[config.mk]
export PLATFORM = sky130hd
export DESIGN_NAME = regbank_wr_arbiter
export DESIGN_NICKNAME = d
export VERILOG_FILES = /design/src/rtl/regbank_pkg.sv /design/src/rtl/rr_pick.sv /design/src/rtl/regbank_wr_arbiter.sv
export SDC_FILE = /design/constraint.sdc
export NUM_CORES = 1
export LEC_CHECK = 0
export CORE_MARGIN = 5
export CORE_UTILIZATION = 31
export DETAILED_ROUTE_END_ITERATION = 12
export GPL_ROUTABILITY_DRIVEN = 0
export HOLD_SLACK_MARGIN = 0.05
export PLACE_DENSITY = 0.67
export SYNTH_ARGS = -nofsm -noshare
export SYNTH_HDL_FRONTEND = slang
export SYNTH_HIERARCHICAL = 1
export SYNTH_SLANG_ARGS = --single-unit
[constraint.sdc]
create_clock -name clk -period 3.3 [get_ports clk]
set_input_delay 0.495 -clock clk [delete_from_list [all_inputs] [get_ports clk]]
set_output_delay 0.495 -clock clk [all_outputs]
set_load 0.03 [all_outputs]
[src/rtl/regbank_pkg.sv]
// regbank_pkg: shared register-bank geometry and write-arbiter FSM state type
package regbank_pkg;
    localparam int AW    = 5;
    localparam int DW    = 32;
    localparam int NREGS = 32;
    typedef enum logic {IDLE, CLEAR} state_t;
endpackage

[src/rtl/rr_pick.sv]
// rr_pick: round-robin one-hot selection, searching from the requester after ptr
module rr_pick #(
    parameter int NREQ = 3,
    parameter int PW   = 2
) (
    input  logic [NREQ-1:0] eligible,
    input  logic [PW-1:0]   ptr,
    output logic [NREQ-1:0] pick,
    output logic            valid
);
    logic [PW-1:0] idx;
    always_comb begin
        pick  = '0;
        valid = 1'b0;
        idx   = '0;
        for (int k = 1; k <= NREQ; k++) begin
            idx = PW'((int'(ptr) + k) % NREQ);
            if (!valid && eligible[idx]) begin
                pick[idx] = 1'b1;
                valid     = 1'b1;
            end
        end
    end
endmodule

[src/rtl/regbank_wr_arbiter.sv]
// regbank_wr_arbiter: round-robin write arbiter for the register bank with a zero-fill sequence
module regbank_wr_arbiter #(
    parameter int NREQ = 3,
    parameter int AW   = regbank_pkg::AW,
    parameter int DW   = regbank_pkg::DW
) (
    input  logic              clk,
    input  logic              reset,
    input  logic [NREQ-1:0]   req,
    input  logic [NREQ*AW-1:0] req_dr,
    input  logic [NREQ*DW-1:0] req_data,
    input  logic              clear_start,
    output logic [NREQ-1:0]   gnt,
    output logic              write,
    output logic [AW-1:0]     dr,
    output logic [DW-1:0]     wrData,
    output logic              busy,
    output logic              clear_done
);
    import regbank_pkg::*;
    localparam int PW = NREQ > 1 ? $clog2(NREQ) : 1;
    state_t          state_q;
    logic [4:0]      cnt_q;
    logic [PW-1:0]   ptr_q;
    logic [NREQ-1:0] gnt_q;
    logic            write_q;
    logic [AW-1:0]   dr_q;
    logic [DW-1:0]   wrdata_q;
    logic            busy_q;
    logic            done_q;
    logic [NREQ-1:0] pick;
    logic            pick_vld;
    logic [PW-1:0]   pick_idx;
    logic [AW-1:0]   pick_dr;
    logic [DW-1:0]   pick_data;
    // a requester still showing gnt is masked so its lingering req is not re-granted
    rr_pick #(.NREQ(NREQ), .PW(PW)) u_pick (
        .eligible (req & ~gnt_q),
        .ptr      (ptr_q),
        .pick     (pick),
        .valid    (pick_vld)
    );
    always_comb begin
        pick_idx  = '0;
        pick_dr   = '0;
        pick_data = '0;
        for (int i = 0; i < NREQ; i++) begin
            if (pick[i]) begin
                pick_idx  = PW'(i);
                pick_dr   = req_dr[i*AW +: AW];
                pick_data = req_data[i*DW +: DW];
            end
        end
    end
    always_ff @(posedge clk or negedge reset) begin
        if (!reset) begin
            state_q  <= IDLE;
            cnt_q    <= '0;
            ptr_q    <= PW'(NREQ - 1);
            gnt_q    <= '0;
            write_q  <= 1'b0;
            dr_q     <= '0;
            wrdata_q <= '0;
            busy_q   <= 1'b0;
            done_q   <= 1'b0;
        end else begin
            gnt_q   <= '0;
            write_q <= 1'b0;
            dr_q    <= '0;
            done_q  <= 1'b0;
            if (state_q == IDLE) begin
                if (clear_start) begin
                    state_q  <= CLEAR;
                    cnt_q    <= '0;
                    write_q  <= 1'b1;
                    wrdata_q <= '0;
                    busy_q   <= 1'b1;
                end else if (pick_vld) begin
                    gnt_q    <= pick;
                    write_q  <= 1'b1;
                    dr_q     <= pick_dr;
                    wrdata_q <= pick_data;
                    ptr_q    <= pick_idx;
                end
            end else begin
                cnt_q <= cnt_q + 5'd1;
                // the counter mirrors the dr already on the bus; the wrap ends the sweep
                if (cnt_q == 5'(NREGS - 1)) begin
                    state_q <= IDLE;
                    busy_q  <= 1'b0;
                    done_q  <= 1'b1;
                end else begin
                    write_q <= 1'b1;
                    dr_q    <= AW'(cnt_q + 5'd1);
                end
            end
        end
    end
    assign gnt        = gnt_q;
    assign write      = write_q;
    assign dr         = dr_q;
    assign wrData     = wrdata_q;
    assign busy       = busy_q;
    assign clear_done = done_q;
endmodule

==> reports/metrics.yaml <==
worst_hold_path:
  hp-class: "in -> async"
sta:
  tns_ns: 0
  min_period_over_period: 0.814
  hold_viol: 0
  tightestPinTransition_ns: 0.571
  setup_viol: 0
  slew_headroom: 0.618
  finalCriticalPeriod_ns: 2.68
  fin_ws_ns: 0.615
  rsz0062_at_grt: "no"
  slew_violations: 0
  fmaxAchievable_ghz: 0.372
  clock_skew_ns: 0.00736
  holdWs_ns: 0.181
global_route:
  antenna_found_initial: 0
  overflow: 0
  grtUsageTotal: 0.161
  grt_pass1_vias: 2967
  grt_pass1_wl_um: 14900
  grt_max_degree: 45
power_and_ir_drop:
  total_leakage_power_nw: 1.90
  switchingPower_mw: 1.64
  power_frac_comb: 0.627
  p_per_area_nw_per_um2: 795
  clkPwrFrac: 0.105
  sw_frac_of_total: 0.440
  pwr-share-seq: 0.268
  internal-power_mw: 2.08
  ir_worst_vdd_uv: 283
  power_mw: 3.72
drt:
  detail-route-antenna-nets: 0
  drt_iter0_drc: 114
  drtPass1Iterations: 4
  vias: 2906
  wire_per_inst_um: 16.4
  drc: 0
  drt_wl_total_um: 9240
  vias_per_cell: 5.14
worst_setup_path:
  critPathLaunchType: "primary input"
  slowest_stage: "clkdlybuf4s50_1"
  cp_max_fo: 21
  critPathLaunch: "req[1]"
  timing.rr.end: "wrData[20]"
  crit_family: "compound AO/OA/AOI/OAI gates"
  rr_startpoint: "ptr_q[0]"
  cp.required_ns: 3.50
  slowest_delay_ns: 0.46
  crit_chain: "clkdlybuf4s50_1 -> nor2b_1 -> mux2i_1 -> o22a_1 -> a2bb2oi_1 -> o21ai_1 -> nor2b_2 -> buf_4 -> a221oi_1 -> o31ai_1"
  reg2reg_depth: 10
  r2r_slack_ns: 0.74
  end_kind: "register"
  crit_arrival_ns: 2.88
  worstSetupPathType: "in -> reg"
  timing.critical_path.to: "wrData[12]"
  worst-path-stages: 10
  path_buf_inv: 2
die:
  die-height_um: 107
  rows: 35
  die_w_um: 107
  coreArea_um2: 9200
  dieArea_um2: 11400
  io_pins: 160
  initial_core_util: 0.315
run:
  drv_cap: 0
synth:
  synthesis.nets: 427
  netlist_area_um2: 2900
  ys.flop_type: "dfrtp_1"
  postSynthCellCount: 303
  synth_cell_types: 38
  postSynth.asyncResetShare: 1.00
  yosysWarnings: 6
  yosysSeqAreaShare: 0.441
  synth-seq-cells: 51
  syn_area_per_cell_um2: 9.56
  synth_edf_count: 0
clock_network:
  ctsHtreeMaxLevel: 2
  clock_path_buffers: 2
  cts.clk_slew.worst_paths_ns: 0.09
  numCtsBuffers: 5
  cts_resized: 0
  cts_tree: "yes"
  clkLatencyLatePin_ns: 0.30
  post_cts_buffers: 0
  cts_root_buf: "clkbuf_8"
  clock_sinks: 51
  cts-hold-fix-buffers: 0
place:
  portBuffers: 159
  pre_cts_ws_ns: 0.301
  hpwlAfterDp_um: 7030
  place_area_um2: 4590
  dp_cells: 557
cells_and_area:
  antenna_cells: 0
  layout.cells.non_filler: 565
  layout-drive-gt1-share: 0.0507
  syn_to_final_growth_pct: 61.8
  design_area_um2: 4690
  fillers: 888
  fin_nets: 577
  post-route-util: 0.510
outcome:
  status: "completed"
==> sequential cells by signal (all words and copies together) (netlist names) <==
register	count
gnt	3
write	1
busy	1
ptr_q	2
clear_done	1
state_q	1
dr	5
cnt_q	5
wrData	32
==> worst min-delay path by stage <==
stage / from / cells past startpoint / end
after detailed placement: wrData[15] / 2 / wrData[15]
after CTS: reset / 1 / dr[4]
after global routing: reset / 1 / wrData[26]
after global placement: wrData[15] / 2 / wrData[15]
after floorplan: reset / 0 / busy
final: reset / 1 / dr[4]
==> layout make-up <==
| type | instances | area (um^2) | area share |
|---|---|---|---|
| multi-input combinational | 219 | 1480 | 0.316 |
| clock buffer | 8 | 100 | 0.0214 |
| tap | 111 | 139 | 0.0296 |
| timing repair buffer | 169 | 1660 | 0.355 |
| sequential | 51 | 1280 | 0.273 |
| inverter | 7 | 26.3 | 0.00561 |
==> cell usage in the layout, fill, tap and decap left out, types with 2 or more instances in the layout <==
cell and count:
o32ai_1 4, and3_1 4, clkbuf_8 7, o21ai_1 2, nand2b_1 4, o21ai_0 6
nand3b_1 2, mux2i_1 3, clkdlybuf4s50_1 158, o31ai_1 33, nor2b_1 42, a21oi_1 3
dfrtp_1 50, buf_4 10, nand2_1 48, xnor2_1 2, a221oi_1 37, inv_1 7
ha_1 7, nor2_1 4, o22ai_1 3
==> cells in the mapped netlist (6+ instances only) <==
cell / n / area (um^2)
clkbuf_1: 15 / 56.3
nand2_1: 48 / 180
o21ai_0: 6 / 30.0
inv_1: 7 / 26.3
a221oi_1: 37 / 324
o31ai_1: 33 / 248
buf_2: 6 / 30.0
ha_1: 7 / 87.6
dfrtp_1: 50 / 1250
nor2b_1: 43 / 269
==> power by group through the flow <==
stage | Combinational, mW | Clock [mW] | Sequential [mW]
6_report | 2.34 | 0.392 | 0.998
5_1_grt | 2.57 | 0.434 | 1.03
4_1_cts | 2.37 | 0.407 | 1.00
3_5_place_dp | 2.37 | 0 | 1.01
3_3_place_gp | 2.33 | 0 | 1.00
2_1_floorplan | 1.12 | 0 | 1.38
==> cells by family after synthesis <==
group | Yosys count | share of synthesized area
xor gates and xnor gates | 2 | 0.00605
buffers and inverters | 33 | 0.0536
AOI/OAI and AO/OA | 99 | 0.269
and+or+nand+nor | 108 | 0.190
adders and majority gates | 7 | 0.0302
DFF | 51 | 0.441
muxes | 3 | 0.0104
==> per-layer routing <==
metal	part of all wire	GRT usage	routed length, um	vias to the layer above
li1	-	-	-	1422
met1	0.42	0.199	3910	1372
met2	0.49	0.276	4570	101
met3	0.066	0.0439	611	11
met4	0.016	0.0466	145	0
met5	0	0	0	-
==> worst register-to-register path, stage by stage (launching register included) <==
cell and delay (ns):
dfrtp_1 0.40, inv_1 0.08, ha_1 0.49, mux2i_1 0.29
o21ai_0 0.11, a2bb2oi_1 0.16, o21ai_1 0.09, nor2b_2 0.17
buf_4 0.21, a221oi_1 0.31, o31ai_1 0.12
Power figures use the tool's default switching activity.
